File: src/rtl/alu_out_capture_buffer_hdl_pkg.sv
// Shared types and constants for the alu_out capture buffer.
package alu_out_capture_pkg_hdl;

  // Per-channel drop counters saturate instead of wrapping.
  localparam int         DROP_W   = 8;
  localparam logic [7:0] DROP_MAX = 8'd255;

  // Default field widths of a captured event.
  localparam int DEF_CH_W     = 2;
  localparam int DEF_RESULT_W = 16;
  localparam int DEF_TS_W     = 16;

  // One captured event as it sits in the shared FIFO (default widths).
  typedef struct packed {
    logic [DEF_CH_W-1:0]     chan;
    logic [DEF_RESULT_W-1:0] result;
    logic [DEF_TS_W-1:0]     timestamp;
  } alu_out_capture_entry_s;

  // Channel-tag width; a single channel still needs one bit.
  function automatic int ch_width(input int n);
    return (n > 1) ? $clog2(n) : 1;
  endfunction

endpackage

File: src/rtl/alu_out_capture_buffer_hdl_rr_arbiter.sv
// Round-robin arbiter: grants the first requester at or after the pointer,
// then moves the pointer just past the winner.
module alu_out_rr_arbiter
  import alu_out_capture_pkg_hdl::*;
#(
  parameter int N = 4,
  parameter int W = ch_width(N)
) (
  input  logic         clk,
  input  logic         rst,
  input  logic [N-1:0] req,
  input  logic         en,
  output logic [N-1:0] gnt,
  output logic [W-1:0] gnt_idx,
  output logic         gnt_valid
);

  logic [W-1:0] ptr;

  // Search requesters starting at the pointer, wrapping modulo N.
  always_comb begin
    int idx;
    gnt       = '0;
    gnt_idx   = '0;
    gnt_valid = 1'b0;
    idx       = 0;
    for (int k = 0; k < N; k++) begin
      idx = int'(ptr) + k;
      if (idx >= N) idx = idx - N;
      if (en && !gnt_valid && req[idx]) begin
        gnt_valid = 1'b1;
        gnt_idx   = W'(idx);
        gnt[idx]  = 1'b1;
      end
    end
  end

  // Pointer advances only when something was granted.
  always_ff @(posedge clk) begin
    if (rst) begin
      ptr <= '0;
    end else if (gnt_valid) begin
      ptr <= (int'(gnt_idx) == N - 1) ? '0 : gnt_idx + W'(1);
    end
  end

endmodule

File: src/rtl/alu_out_capture_buffer_hdl.sv
// Capture buffer: timestamps per-channel alu_out events into holding
// registers, arbitrates them round-robin into a shared FWFT FIFO, and
// counts events lost because a channel's holding register was occupied.
//
// Drain handshake: the head is offered while txn_valid is high and leaves
// the FIFO on a clock edge where txn_valid && txn_ready; while txn_valid is
// high and txn_ready is low the txn_* outputs do not change, and txn_ready
// with txn_valid low has no effect.
module alu_out_capture_buffer_hdl
  import alu_out_capture_pkg_hdl::*;
#(
  parameter int RESULT_WIDTH = 16,
  parameter int NUM_CHANNELS = 4,
  parameter int FIFO_DEPTH   = 8,
  parameter int TS_WIDTH     = 16,
  parameter int CH_W         = ch_width(NUM_CHANNELS),
  parameter int LVL_W        = $clog2(FIFO_DEPTH) + 1
) (
  input  logic                             clk,
  input  logic                             rst,
  input  logic [NUM_CHANNELS-1:0]          alu_out_done,
  input  logic [NUM_CHANNELS*RESULT_WIDTH-1:0] alu_out_result,
  output logic                             txn_valid,
  input  logic                             txn_ready,
  output logic [CH_W-1:0]                  txn_chan,
  output logic [RESULT_WIDTH-1:0]          txn_result,
  output logic [TS_WIDTH-1:0]              txn_timestamp,
  output logic [LVL_W-1:0]                 fifo_level,
  output logic [NUM_CHANNELS*DROP_W-1:0]   drop_count,
  input  logic                             clear_drops
);

  localparam int AW = (FIFO_DEPTH > 1) ? $clog2(FIFO_DEPTH) : 1;

  logic [TS_WIDTH-1:0]     ts;
  logic [NUM_CHANNELS-1:0] hold_valid;
  logic [RESULT_WIDTH-1:0] hold_result [NUM_CHANNELS];
  logic [TS_WIDTH-1:0]     hold_ts     [NUM_CHANNELS];
  logic [DROP_W-1:0]       drop_q      [NUM_CHANNELS];

  logic [NUM_CHANNELS-1:0] gnt;
  logic [CH_W-1:0]         gnt_idx;
  logic                    gnt_valid;
  logic                    arb_en;

  logic [CH_W-1:0]         mem_chan   [FIFO_DEPTH];
  logic [RESULT_WIDTH-1:0] mem_result [FIFO_DEPTH];
  logic [TS_WIDTH-1:0]     mem_ts     [FIFO_DEPTH];
  logic [AW-1:0]           wr_ptr;
  logic [AW-1:0]           rd_ptr;
  logic [LVL_W-1:0]        level;
  logic                    push;
  logic                    pop;

  // A slot is only considered free from the registered level, so a pop in
  // the same cycle never makes room for a push.
  assign arb_en = (level < LVL_W'(FIFO_DEPTH));
  assign push   = gnt_valid;
  assign pop    = txn_valid && txn_ready;

  alu_out_rr_arbiter #(
    .N (NUM_CHANNELS),
    .W (CH_W)
  ) u_arb (
    .clk       (clk),
    .rst       (rst),
    .req       (hold_valid),
    .en        (arb_en),
    .gnt       (gnt),
    .gnt_idx   (gnt_idx),
    .gnt_valid (gnt_valid)
  );

  // Free-running timestamp, wraps naturally at 2^TS_WIDTH.
  always_ff @(posedge clk) begin
    if (rst) ts <= '0;
    else     ts <= ts + TS_WIDTH'(1);
  end

  // Holding registers: load when empty or being drained this edge.
  always_ff @(posedge clk) begin
    if (rst) begin
      hold_valid <= '0;
      for (int i = 0; i < NUM_CHANNELS; i++) begin
        hold_result[i] <= '0;
        hold_ts[i]     <= '0;
      end
    end else begin
      for (int i = 0; i < NUM_CHANNELS; i++) begin
        if (alu_out_done[i] && (!hold_valid[i] || gnt[i])) begin
          hold_valid[i]  <= 1'b1;
          hold_result[i] <= alu_out_result[i*RESULT_WIDTH +: RESULT_WIDTH];
          hold_ts[i]     <= ts;
        end else if (gnt[i]) begin
          hold_valid[i] <= 1'b0;
        end
      end
    end
  end

  // Saturating drop counters; clear wins over a simultaneous drop.
  always_ff @(posedge clk) begin
    if (rst || clear_drops) begin
      for (int i = 0; i < NUM_CHANNELS; i++) drop_q[i] <= '0;
    end else begin
      for (int i = 0; i < NUM_CHANNELS; i++) begin
        if (alu_out_done[i] && hold_valid[i] && !gnt[i] && drop_q[i] != DROP_MAX)
          drop_q[i] <= drop_q[i] + DROP_W'(1);
      end
    end
  end

  // FIFO storage write; contents need no reset since level gates the head.
  always_ff @(posedge clk) begin
    if (push) begin
      mem_chan[wr_ptr]   <= gnt_idx;
      mem_result[wr_ptr] <= hold_result[gnt_idx];
      mem_ts[wr_ptr]     <= hold_ts[gnt_idx];
    end
  end

  // FIFO pointers and occupancy.
  always_ff @(posedge clk) begin
    if (rst) begin
      wr_ptr <= '0;
      rd_ptr <= '0;
      level  <= '0;
    end else begin
      if (push) wr_ptr <= wr_ptr + AW'(1);
      if (pop)  rd_ptr <= rd_ptr + AW'(1);
      case ({push, pop})
        2'b10:   level <= level + LVL_W'(1);
        2'b01:   level <= level - LVL_W'(1);
        default: level <= level;
      endcase
    end
  end

  assign txn_valid     = (level != '0);
  assign txn_chan      = txn_valid ? mem_chan[rd_ptr]   : '0;
  assign txn_result    = txn_valid ? mem_result[rd_ptr] : '0;
  assign txn_timestamp = txn_valid ? mem_ts[rd_ptr]     : '0;
  assign fifo_level    = level;

  for (genvar g = 0; g < NUM_CHANNELS; g++) begin : g_drop
    assign drop_count[g*DROP_W +: DROP_W] = drop_q[g];
  end

endmodule

File: config.mk
export PLATFORM = sky130hd
export DESIGN_NAME = alu_out_capture_buffer_hdl
export DESIGN_NICKNAME = d
export VERILOG_FILES = /design/src/rtl/alu_out_capture_buffer_hdl_pkg.sv /design/src/rtl/alu_out_capture_buffer_hdl_rr_arbiter.sv /design/src/rtl/alu_out_capture_buffer_hdl.sv
export SDC_FILE = /design/constraint.sdc
export NUM_CORES = 1
export LEC_CHECK = 0
export CAP_MARGIN = 20
export CORE_MARGIN = 2
export CORE_UTILIZATION = 49
export DETAILED_ROUTE_END_ITERATION = 10
export HOLD_SLACK_MARGIN = 0.12
export PLACE_DENSITY = 0.71
export SYNTH_ARGS = -nofsm -noshare
export SYNTH_HDL_FRONTEND = slang
export SYNTH_SLANG_ARGS = --single-unit
File: constraint.sdc
create_clock -name clk -period 7.3 [get_ports clk]
set_input_delay 0.73 -clock clk [delete_from_list [all_inputs] [get_ports clk]]
set_output_delay 0.73 -clock clk [all_outputs]
set_load 0.01 [all_outputs]
## Yosys cells after proc, flatten, opt, wreduce, memory -nomap -nowiden

Memories as Yosys holds them, arrays and structs flattened. A register that Yosys moved wholly into a read port is not among the register bits.
Index checks and enable logic that the tools add are counted.

- Register bits: 32
- Bits in writable memories: 432
- Memories: 6

- Add/subtract/negate cells: 17
- Order comparisons: 13
- Eq/ne operators: 7
- Mux-type cells: 97
- Bitwise operators: 15
- Reductions and logical operators: 50

Memories:

| name | depth | bits a word | rd ports | clocked after memory_dff | wr ports | RTL line | RTL |
|---|---|---|---|---|---|---|---|
| mem_result | 8 | 16 | 1 | 1 | 1 | alu_out_capture_buffer_hdl.sv:47 | `logic [RESULT_WIDTH-1:0] mem_result [FIFO_DEPTH];` |
| mem_ts | 8 | 16 | 1 | 1 | 1 | alu_out_capture_buffer_hdl.sv:48 | `logic [TS_WIDTH-1:0] mem_ts [FIFO_DEPTH];` |
| hold_result | 4 | 16 | 1 | 0 | 4 | alu_out_capture_buffer_hdl.sv:37 | `logic [RESULT_WIDTH-1:0] hold_result [NUM_CHANNELS];` |
| hold_ts | 4 | 16 | 1 | 0 | 4 | alu_out_capture_buffer_hdl.sv:38 | `logic [TS_WIDTH-1:0] hold_ts [NUM_CHANNELS];` |
| drop_q | 4 | 8 | 4 | 0 | 4 | alu_out_capture_buffer_hdl.sv:39 | `logic [DROP_W-1:0] drop_q [NUM_CHANNELS];` |
| mem_chan | 8 | 2 | 1 | 1 | 1 | alu_out_capture_buffer_hdl.sv:46 | `logic [CH_W-1:0] mem_chan [FIFO_DEPTH];` |

Operators with widths:

| operator | count |
|---|---|
| 2-to-1 mux 16 bit | 10 |
| greater-or-equal comparator 32 x 1 -> 1 bit, second input constant | 4 |
| less-than comparator 32 x 4 -> 1 bit, second input constant | 4 |
| 2-to-1 mux 32 bit | 4 |
| greater-or-equal comparator 32 x 4 -> 1 bit, second input constant | 3 |
| subtractor 32 x 4 -> 32 bit, second input constant | 3 |
| 2-to-1 mux 1 bit | 54 |
| adder 8 x 1 -> 8 bit, second input constant | 4 |
| 2-to-1 mux 8 bit | 4 |
| inequality test 8 bit, second input constant | 4 |
| logical AND 1 bit | 28 |
| 2-to-1 mux 3 bit | 6 |
| adder 16 x 1 -> 16 bit, second input constant | 1 |
| 2-to-1 mux 4 bit | 4 |
| 2-to-1 mux 2 bit | 6 |
| OR 1 bit | 12 |
| OR 4 bit | 3 |
| zero test 1 bit | 11 |
| nonzero test 2 bit | 5 |
| binary-select mux 1 bit (select 2 bit) | 4 |
| demux 1 bit (select 2 bit) | 4 |
| case mux 4 bit (2 select lines) | 1 |
| adder 2 x 2 -> 3 bit, second input constant | 2 |
| adder 3 x 1 -> 3 bit, second input constant | 2 |
| other kinds (11) | 16 |

## Longest topological paths before layout

Gate-level depths: netlist of the first run.

- Depth in word-level cells: 26
- Mapped depth: 13
- Depth with buffers taken out: 10

## Cells and area by module

From an unflattened synthesis of the first run, not the netlist that was laid out.

- Cells, all modules: 1149
- Area, all modules: 19645.1 sq um

By module, submodules not included:

| module | instances | cells each | area an instance (sq um) |
|---|---|---|---|
| alu_out_capture_buffer_hdl | 1 | 1072 | 18969.4 |
| alu_out_rr_arbiter | 1 | 77 | 675.6 |

## Worst setup path after synthesis of the first run

Ideal clock, no wire load.

- Path kind: reg2reg
- Start: reg level[3], in the netlist fifo_level[3]
- End: mem mem_chan[2][0] (netlist name), enable pin
- Data arrival time: 4.734 ns
- Data required time: 6.778 ns
- Setup slack: 2.043 ns
- Cell stages (with the launch flop): 5
- Buffers on the path: 1
- Clock period less this slack: 5.257 ns
- Cells stage by stage: dfxtp_1 > clkbuf_1 > a21oi_1 > inv_1 > nor4b_1

- Cells in the longest elaborated chain, start to end: 17

Ends and longest elaborated chain:

| what | RTL line | RTL |
|---|---|---|
| start: declaration | alu_out_capture_buffer_hdl.sv:51 | `logic [LVL_W-1:0] level;` |
| start signal: assignment | alu_out_capture_buffer_hdl.sv:132 | `2'b10: level <= level + LVL_W'(1);` |
| start signal: assignment | alu_out_capture_buffer_hdl.sv:133 | `2'b01: level <= level - LVL_W'(1);` |
| start signal: assignment | alu_out_capture_buffer_hdl.sv:134 | `default: level <= level;` |
| less-than comparator 4 bit * | alu_out_capture_buffer_hdl.sv:57 | `assign arb_en = (level < LVL_W'(FIFO_DEPTH));` |
| logical AND 1 bit | alu_out_capture_buffer_hdl_rr_arbiter.sv:30 | `if (en && !gnt_valid && req[idx]) begin` |
| 2-to-1 mux 1 bit | alu_out_capture_buffer_hdl_rr_arbiter.sv:30 |  |
| zero test 1 bit | alu_out_capture_buffer_hdl_rr_arbiter.sv:30 |  |
| logical AND 1 bit (2 in a row) | alu_out_capture_buffer_hdl_rr_arbiter.sv:30 |  |
| 2-to-1 mux 1 bit | alu_out_capture_buffer_hdl_rr_arbiter.sv:30 |  |
| zero test 1 bit | alu_out_capture_buffer_hdl_rr_arbiter.sv:30 |  |
| logical AND 1 bit (2 in a row) | alu_out_capture_buffer_hdl_rr_arbiter.sv:30 |  |
| 2-to-1 mux 1 bit | alu_out_capture_buffer_hdl_rr_arbiter.sv:30 |  |
| zero test 1 bit | alu_out_capture_buffer_hdl_rr_arbiter.sv:30 |  |
| logical AND 1 bit (2 in a row) | alu_out_capture_buffer_hdl_rr_arbiter.sv:30 |  |
| 2-to-1 mux 1 bit * | alu_out_capture_buffer_hdl_rr_arbiter.sv:30 |  |
| 2-to-1 mux 1 bit * | alu_out_capture_buffer_hdl.sv:115 | `if (push) begin` |
| 2-to-1 mux 1 bit (not written as such) * | alu_out_capture_buffer_hdl.sv:116 | `mem_chan[wr_ptr] <= gnt_idx;` |
| end: declaration | alu_out_capture_buffer_hdl.sv:46 |  |

Every way passes the cells marked *; elsewhere a longest branch is shown, timed or not.

## Worst setup path in the final report of the first run

- Start: reg u_arb.ptr[0]
- End: mem mem_ts[2][6], data pin

- Cells in the longest elaborated chain, start to end: 20
- Elaborated cells between the ends (all ways): 45
- Those cells by class: add/sub: 7; order compare: 4; mux: 23; reduce/logical: 10; memory: 1

Ends and longest elaborated chain:

| what | RTL line | RTL |
|---|---|---|
| start: declaration | alu_out_capture_buffer_hdl_rr_arbiter.sv:18 | `logic [W-1:0] ptr;` |
| start signal: assignment | alu_out_capture_buffer_hdl_rr_arbiter.sv:43 | `ptr <= (int'(gnt_idx) == N - 1) ? '0 : gnt_idx + W'(1);` |
| parallel branches: the longest is 18 deep, another holds subtractor 32 x 4 -> 32 bit | - |  |
| 2-to-1 mux 2 bit * | alu_out_capture_buffer_hdl_rr_arbiter.sv:30 |  |
| memory read (4 x 16 bit) * | - |  |
| end: declaration | alu_out_capture_buffer_hdl.sv:48 |  |

Mark *: on every way between the ends. The select of a mux whose other input is x is not followed.

==> impl_metrics.tcl, run 1 <==
set metrics [dict create \
    cts_made_buffers 47 \
    worstSetupEndpointType "flop" \
    r2r-end "mem_ts[2][6]" \
    tightest_slew_ps 1090 \
    die-area_sq_um 44900 \
    synth.top_cell.area_share_pct 61.2 \
    worstPathRequired_ps 7560 \
    status "finished, final reports clean" \
    antenna_found_initial 0 \
    synth_edf_count 432 \
    r2r_slack_ps 2500 \
    globalRoute.totalOverflow 0 \
    synthesis.nets 1573 \
    netlist_top_cells_count "432 x edfxtp_1, 155 x nor2_1, 104 x mux2i_1" \
    powerDensity_nw_per_um2 416 \
    chipWidth_microns 212 \
    crit_end "mem_ts[2][6]" \
    drt_iter0_drc 1102 \
    drt-pass1-iter-count 5 \
    rsz0062_at_grt "false" \
    grt_pass1_vias 12771 \
    fin_ws_ps 2500 \
    gp_congestion 0.820 \
    drive_above_1_share_pct 14.1 \
    reg2regPathDepth 10 \
    post-cts-setup-buffers 0 \
    ctsResizeCount 0 \
    via_count 12774 \
    die_y_microns 212 \
    final_max_slew_viol_count 0 \
    dp_slack_ps 2590 \
    insertion_delay_ps 580 \
    diodes 0 \
    ys_types 59 \
    clk_pin_slew_ps 60 \
    cts_max_path_buffers 3 \
    fin_util_pct 58.0 \
    rows 76 \
    worstHoldPathType "reg -> reg" \
    ant_nets 0 \
    worst_path_largest_cell_delay_ps 700 \
    cpMostUsedCell "buf_4" \
    synthCells 1483 \
    peakVddDrop_v 0.000304 \
    synthMostInstantiatedCell "edfxtp_1" \
    hold_violations 0 \
    final_nets 1705 \
    synthFlopType "edfxtp_1" \
    io_pins 143 \
    hold_ws_ps 481 \
    synth.avg_cell_area_sq_um 14.3 \
    cap_viol_max_count 0 \
    final.min_clock_period_ps 4800 \
    crit_type "reg -> reg" \
    synth-seq-area-share_pct 64.5 \
    crit_arrival_ps 5060 \
    synthArstFlopShare_pct 0 \
    finalCritPeriodShare_pct 65.8 \
    drc 0 \
    crit_chain "buf_4 > inv_1 > ha_4 > or2b_2 > o22a_2 > o21a_2 > a21oi_2 > nand2_1 > buf_4 > o221ai_1" \
    r2r_start "u_arb.ptr[0]" \
    grt_use_total_pct 22.0 \
    crit_fanout 51 \
    yosysWarnings 0 \
    wl_microns 48600 \
    cts_hold_buf 0 \
    relSlewSlack_pct 26.7 \
    port_buffers 142 \
    initial_core_util_pct 49.4 \
    synth.cell_area_sq_um 21200 \
    synth_top_area_cell "edfxtp_1" \
    coreArea_sq_um 42900 \
    hpwl_microns 29500 \
    grt_pass1_wl_microns 75000 \
    drt-vias-per-instance 5.72 \
    numClockSinks 467 \
    fmax_mhz 208 \
    syn_to_final_growth_pct 17.5 \
    clock_skew_ps 33.0 \
    synth_area_leaders "edfxtp_1 61%, mux4_2 7.3%, mux2i_1 4.9%, dfxtp_1 3.3%, nor2_1 2.7%" \
    slowest_stage "a21oi_2" \
    fillers 3309 \
    critPathLaunch "u_arb.ptr[0]" \
    startpoint_type "flop" \
    tns_ps 0 \
    final-setup-viol-count 0 \
    synth_seq_cells 467 \
    cellLeakagePower_nw 8.61 \
    cts_tree "built" \
    cts_root_buffer "clkbuf_16" \
    htreeDepth 2 \
    grt_max_degree 97 \
    routedWlPerCell_microns 21.8 \
    finalPower_mw 10.4 \
]
[state kept, by name, summed over array words and instances, names as in the netlist, 16 cells and up, named ones only]
name and flops:
hold_ts 64, mem_result 128, mem_chan 16, hold_result 64
ts 16, mem_ts 128, drop_q 32
[metrics by stage]
step,area [sq um],instances
6_report,24900,2235
5_1_grt,24900,2235
4_1_cts,24900,2231
3_5_place_dp,23300,2147
3_3_place_gp,23300,2147
2_1_floorplan,21200,1483
[cell families after synthesis]
logic type	synth area share (%)
simple gates	11.7
flops	64.5
compound gates	6.16
mux	12.4
buf+inv	2.34
xor+xnor	1.86
fa+ha+maj	1.06
[area by class of cell]
cell class | instances | area [sq um] | share of cell area (%)
Sequential cell | 467 | 13700 | 55.0
Clock inverter | 26 | 319 | 1.28
Timing Repair Buffer | 179 | 1700 | 6.82
Tap cell | 585 | 732 | 2.94
Clock buffer | 58 | 1290 | 5.18
Inverter | 17 | 63.8 | 0.256
Multi-Input combinational cell | 903 | 7110 | 28.6
[worst min-delay path by stage]
stage / startpoint / end / slack (ps) / depth (start not counted)
after floorplan: ts[0] / ts[0] / 430 / 1
after global placement: ts[0] / ts[0] / 450 / 1
after detailed placement: ts[0] / ts[0] / 470 / 1
after CTS: ts[0] / ts[0] / 480 / 1
after global routing: ts[0] / ts[0] / 510 / 1
final: ts[0] / ts[0] / 480 / 1
[power breakdown]
part	switching (mW)	leakage, nW	internal, mW
clock network	0.991	0.783	1.50
logic	2.21	3.26	1.48
registers	0.283	4.57	3.91
[critical path, delay by kind of cell (launching register included)]
family,cells,cell delay [ps]
buffers and inverters,3,1040
adder cells (fa/ha/maj),1,560
flip-flops,1,310
AND/OR/NAND/NOR,2,480
AO/OA/AOI/OAI,4,2070
[layer usage]
layer / routed length [microns] / vias to the layer above / GRT usage [%]
met5: 0 / - / 0
met1: 21200 / 6381 / 31.3
met4: 892 / 0 / 5.71
met3: 3160 / 78 / 3.66
met2: 23400 / 456 / 35.3
li1: - / 5859 / -
[placed cells by master (no fill, tap or decap), types with 16 or more instances in the layout]
cell,count
clkbuf_16,48
clkdlybuf4s50_1,141
ha_1,17
nor2_1,154
a211oi_1,33
nand2_1,84
nor2_2,16
inv_1,17
edfxtp_1,432
xor2_1,30
o21ai_0,42
nand3_1,17
mux4_2,69
and2_1,66
mux2i_1,104
buf_4,32
o221ai_1,32
dfxtp_1,31
a22oi_1,34
nand2b_1,84
Power figures use the tool's default switching activity.
==> run 2, diff against run 1 <==
clock period = 4.9 ns   (was 7.3 ns; I/O delays follow)
==> run 2 against run 1 <==
Effect of this change: wire length fell by 4.5%; sequential cell count did not move; sequential share of layout area barely moved; die area did not move; clock power rose by 40%; core utilization barely moved; combinational power rose by 49%; via count fell by 0.34%; register-to-register slack got worse by 1900 ps; clock skew fell by 18 ps; fmax rose by 12%; critical endpoint is now mem_ts[4][9].
==> impl_metrics.tcl, run 2 (synthesized netlist as in run 1, its figures left out) <==
set metrics [dict create \
    status "finished, final reports clean" \
    powerDensity_nw_per_um2 614 \
    grt_pass1_vias 12785 \
    p_clk_share_pct 22.9 \
    rsz0062_at_grt "false" \
    clk_pin_slew_ps 60 \
    reg2regPathDepth 10 \
    diodes 0 \
    crit_fanout 50 \
    tightest_slew_ps 1100 \
    r2r-end "mem_ts[4][9]" \
    seqPwrFrac_pct 41.1 \
    final.min_clock_period_ps 4280 \
    cap_viol_max_count 0 \
    swShare_pct 33.8 \
    insertion_delay_ps 560 \
    relSlewSlack_pct 26.4 \
    reg_top3 "mem_result x128, mem_ts x128" \
    worstPathRequired_ps 5120 \
    r2r_start "u_arb.ptr[1]" \
    clock_skew_ps 15.2 \
    drt-pass1-iter-count 5 \
    post-cts-setup-buffers 0 \
    cts_max_path_buffers 3 \
    drt_iter0_drc 1148 \
    peakVddDrop_v 0.000492 \
    ant_nets 0 \
    coreArea_sq_um 42900 \
    gp_congestion 0.845 \
    chipWidth_microns 212 \
    grt_pass1_wl_microns 72200 \
    htreeDepth 2 \
    drc 0 \
    finalCritPeriodShare_pct 87.4 \
    grt_max_degree 85 \
    drive_above_1_share_pct 13.9 \
    critPathLaunch "u_arb.ptr[1]" \
    cellLeakagePower_nw 8.60 \
    fillers 3324 \
    globalRoute.totalOverflow 0 \
    layout_commonest_cell "edfxtp_1" \
    wl_microns 46400 \
    final-setup-viol-count 0 \
    die_y_microns 212 \
    die-area_sq_um 44900 \
    antenna_found_initial 0 \
    cts_root_buffer "clkbuf_16" \
    rows 76 \
    combPwrFrac_pct 36.0 \
    numClockSinks 467 \
    cts_tree "built" \
    cts_made_buffers 46 \
    ctsResizeCount 0 \
    r2r_slack_ps 620 \
    crit_type "reg -> reg" \
    hold_ws_ps 369 \
    fin_util_pct 58.0 \
    tns_ps 0 \
    cts_hold_buf 0 \
    grt_use_total_pct 20.9 \
    worstHoldPathType "in -> reg" \
    initial_core_util_pct 49.4 \
    worstSetupEndpointType "flop" \
    final_nets 1710 \
    drt-vias-per-instance 5.68 \
    crit_end "mem_ts[4][9]" \
    io_pins 143 \
    final_max_slew_viol_count 0 \
    final_cell_mix "432 x edfxtp_1, 154 x nor2_1, 141 x clkdlybuf4s50_1" \
    startpoint_type "flop" \
    finalPower_mw 15.3 \
    crit_arrival_ps 4500 \
    port_buffers 142 \
    via_count 12731 \
    fmax_mhz 233 \
    switchingPower_mw 5.16 \
    routedWlPerCell_microns 20.7 \
    p_int_mw 10.1 \
    hold_violations 0 \
    hpwl_microns 29100 \
    syn_to_final_growth_pct 17.4 \
]
run 2: cell types whose count changed in the layout (fill, tap and decap cells not counted), moves of 2 or more:
cell,previous run,this run
buf_12,1,3
buf_2,4,1
buf_4,32,35
buf_6,0,3
clkbuf_1,5,10
clkbuf_16,48,46
clkbuf_8,5,0
inv_6,1,3
run 2: critical path, stage by stage, from the launching register on:
cell	delay (ps)
dfxtp_1	660
inv_1	250
ha_4	290
buf_4	260
or2_1	290
a32oi_4	340
nor3_2	100
inv_1	90
nand2_1	500
buf_12	380
o221ai_1	760
run 2: metal layers:
metal	wire length, microns	vias up	part of all wire (%)	global-route usage, %
met5	0	-	0	0
met4	1180	0	2.5	6.39
met3	2560	85	5.5	3.16
met2	22400	412	48	34.6
met1	20300	6365	44	28.8
li1	-	5869	-	-
run 2: cell type report:
| type | count | area, sq um | area share (%) |
|---|---|---|---|
| Sequential cell | 467 | 13700 | 55.0 |
| Multi-Input combinational cell | 903 | 7110 | 28.6 |
| Timing Repair Buffer | 185 | 1780 | 7.17 |
| Clock buffer | 56 | 1190 | 4.78 |
| Tap cell | 585 | 732 | 2.94 |
| Clock inverter | 27 | 305 | 1.23 |
| Inverter | 17 | 63.8 | 0.257 |
run 2: through the flow:
| step | worst slack [ps] | cell area [sq um] | cells |
|---|---|---|---|
| 4_1_cts | 685 | 24900 | 2238 |
| 3_3_place_gp | 407 | 23300 | 2152 |
| 5_1_grt | 390 | 24900 | 2240 |
| 6_report | 616 | 24900 | 2240 |
| 2_1_floorplan | 748 | 21200 | 1483 |
| 3_5_place_dp | 696 | 23400 | 2155 |
run 2: worst min-delay path by stage:
| stage | startpoint | endpoint | cells past startpoint |
|---|---|---|---|
| after floorplan | ts[0] | ts[0] | 1 |
| after global placement | ts[0] | ts[0] | 1 |
| after detailed placement | ts[0] | ts[0] | 1 |
| after CTS | rst | ts[0] | 2 |
| after global routing | rst | ts[3] | 2 |
| final | rst | ts[0] | 2 |
run 2: power by group through the flow:
stage,Combinational [mW],Clock (mW),Sequential [mW]
6_report,5.50,3.49,6.28
5_1_grt,5.97,3.69,6.37
4_1_cts,5.52,3.55,6.29
3_5_place_dp,5.50,0,6.37
3_3_place_gp,5.38,0,6.32
2_1_floorplan,3.68,0,6.10
==> run 3, diff against run 2 <==
ABC_AREA = 1   (was not set)
==> run 3 against run 2 <==
Effect of this change: count of clock-buffer cells in the layout rose by 5; via count rose by 10%; first-iteration DRC count rose by 24%; sequential share of layout area rose by 3.3 points; global-route usage rose by 1.3 points; non-clock buffer count fell by 20; total power rose by 5.4%; fmax rose by 7.5%; die area fell by 4.4%; sequential cell count did not move; synthesized cell count rose by 29%; largest power group unchanged; design area fell by 5.7%.
==> impl_metrics.tcl, run 3 <==
set metrics [dict create \
    synthesis.nets 1998 \
    combPwrFrac_pct 38.4 \
    drc 0 \
    fmax_mhz 251 \
    coreArea_sq_um 40800 \
    switchingPower_mw 6.20 \
    worstHoldPathType "reg -> reg" \
    synth_seq_cells 467 \
    drt-vias-per-instance 5.42 \
    fillers 3294 \
    worstPathRequired_ps 4410 \
    dp_slack_ps 1050 \
    critical_path_buf_inv_count 3 \
    synthCells 1908 \
    tns_ps 0 \
    grt_pass1_wl_microns 75600 \
    cts_made_buffers 45 \
    synth_area_leaders "edfxtp_1 64%, nor2_1 6.8%, nand2_1 5.2%, o21ai_0 4.7%, inv_1 3.5%" \
    cap_viol_max_count 0 \
    syn_to_final_growth_pct 15.9 \
    synthMostInstantiatedCell "edfxtp_1" \
    via_count 14050 \
    peakVddDrop_v 0.000461 \
    relSlewSlack_pct 26.0 \
    synth.top_cell.area_share_pct 64.1 \
    clock_skew_ps 21.6 \
    multi_input_area_sq_um 5390 \
    reg_top3 "mem_result x128, mem_ts x128" \
    layout_commonest_cell "edfxtp_1" \
    cts_hold_buf 0 \
    post-cts-setup-buffers 0 \
    numClockSinks 467 \
    hold_path_startpoint "rd_ptr[2]" \
    drive_above_1_share_pct 5.87 \
    r2r_start "u_arb.ptr[1]" \
    slowest_stage "clkdlybuf4s50_1" \
    finalPower_mw 16.1 \
    cts_root_buffer "clkbuf_16" \
    finalCritPeriodShare_pct 81.3 \
    r2r_slack_ps 940 \
    grt_max_degree 74 \
    worst_path_largest_cell_delay_ps 640 \
    hold_violations 0 \
    cpMostUsedCell "o21ai_0" \
    final_cell_mix "432 x edfxtp_1, 368 x nor2_1, 278 x nand2_1" \
    ant_nets 0 \
    r2r-end "mem_ts[1][2]" \
    whs_endpoint "rd_ptr[2]" \
    synth_top_area_cell "edfxtp_1" \
    antenna_found_initial 0 \
    yosysWarnings 0 \
    status "finished, final reports clean" \
    synth.cell_area_sq_um 20200 \
    synthArstFlopShare_pct 0 \
    htreeDepth 2 \
    netlist_top_cells_count "432 x edfxtp_1, 368 x nor2_1, 278 x nand2_1" \
    final.min_clock_period_ps 3980 \
    cellLeakagePower_nw 8.96 \
    seqPwrFrac_pct 41.5 \
    routedWlPerCell_microns 18.6 \
    die_y_microns 207 \
    startpoint_type "flop" \
    cts_tree "built" \
    critPathTopFamily "buffers and inverters" \
    powerDensity_nw_per_um2 686 \
    hpwl_microns 28500 \
    synth-seq-area-share_pct 67.6 \
    final_max_slew_viol_count 0 \
    worstSetupEndpointType "output port" \
    drt-pass1-iter-count 5 \
    grt_use_total_pct 22.3 \
    synth.avg_cell_area_sq_um 10.6 \
    tightest_slew_ps 1110 \
    io_pins 143 \
    diodes 0 \
    cts_max_path_buffers 3 \
    reg2regPathDepth 13 \
    die-area_sq_um 42900 \
    final_nets 2117 \
    synth_edf_count 432 \
    grt_pass1_vias 13743 \
    final-setup-viol-count 0 \
    p_int_mw 9.90 \
    wl_microns 48300 \
    synthFlopType "edfxtp_1" \
    chipWidth_microns 207 \
    clk_pin_slew_ps 60 \
    hold_path_depth 2 \
    crit_arrival_ps 3490 \
    globalRoute.totalOverflow 0 \
    swShare_pct 38.5 \
    insertion_delay_ps 560 \
    gp_congestion 0.861 \
    fin_util_pct 57.4 \
    initial_core_util_pct 49.5 \
    ys_types 34 \
    crit_chain "inv_1 > buf_4 > o21ai_0 > o22ai_1 > o21ai_0 > a31oi_1 > clkdlybuf4s50_1" \
    seqCellArea_sq_um 13700 \
    crit_fanout 34 \
    crit_type "reg -> out" \
    port_buffers 142 \
    p_clk_share_pct 20.1 \
    ctsResizeCount 0 \
    rows 74 \
    drt_iter0_drc 1426 \
    fin_ws_ps 917 \
    rsz0062_at_grt "false" \
]
[run 3: worst max path at each step]
stage | start | endpoint | slack, ps | cells after the start
6_report | flop | txn_result[1] | 920 | 7
5_1_grt | u_arb.ptr[1] | mem_result[7][11] | 620 | 15
4_1_cts | flop | txn_result[1] | 920 | 7
3_5_place_dp | u_arb.ptr[1] | mem_ts[3][2] | 1050 | 13
3_3_place_gp | u_arb.ptr[1] | mem_ts[1][2] | 1310 | 14
2_1_floorplan | u_arb.ptr[1] | mem_chan[0][0] | 1850 | 13
[run 3: metal layers]
metal | track usage, % | vias to the layer above | wire [microns]
li1 | - | 6721 | -
met1 | 30.4 | 6723 | 20700
met2 | 36.6 | 541 | 22900
met3 | 3.99 | 65 | 3670
met4 | 6.77 | 0 | 973
met5 | 0 | - | 0
[run 3: logic make-up after synthesis]
kind of cell / count (synthesis) / share of synthesized area [%]
compound gates: 292 / 7.78
xor+xnor: 27 / 1.17
fa+ha+maj: 18 / 1.11
buf+inv: 292 / 5.78
flops: 467 / 67.6
simple gates: 812 / 16.6
[run 3: power groups by stage]
stage	logic (mW)	registers [mW]	clock network (mW)
after floorplan	3.88	6.68	0
after global placement	5.93	6.73	0
after detailed placement	6.16	6.77	0
after CTS	6.19	6.69	3.26
after global routing	6.85	6.77	3.42
final	6.18	6.68	3.23
[run 3: worst reg2reg max path, stage by stage (launching register included)]
cell and delay, ps:
dfxtp_1 550, inv_1 240, ha_1 370, inv_1 130, nand3_1 130, nand2_1 160, nand4_1 150, nand2_1 120
nand2_2 400, nand2_2 230, buf_4 670, nand2_1 170, nand3_1 140, nand2_1 210
[run 3: cell type report]
class	instances	share of cell area (%)
Timing Repair Buffer	165	6.90
Multi-Input combinational cell	1149	23.0
Clock inverter	20	0.544
Inverter	199	3.18
Tap cell	532	2.84
Clock buffer	61	5.23
Sequential cell	467	58.3
[run 3: metrics by stage]
step / std cells / hold WS [ps] / cell area [sq um]
floorplan: 1908 / 430 / 20200
global placement: 2512 / 446 / 22100
detailed placement: 2512 / 461 / 22100
CTS: 2593 / 472 / 23500
global route: 2593 / 508 / 23500
finish: 2593 / 467 / 23500
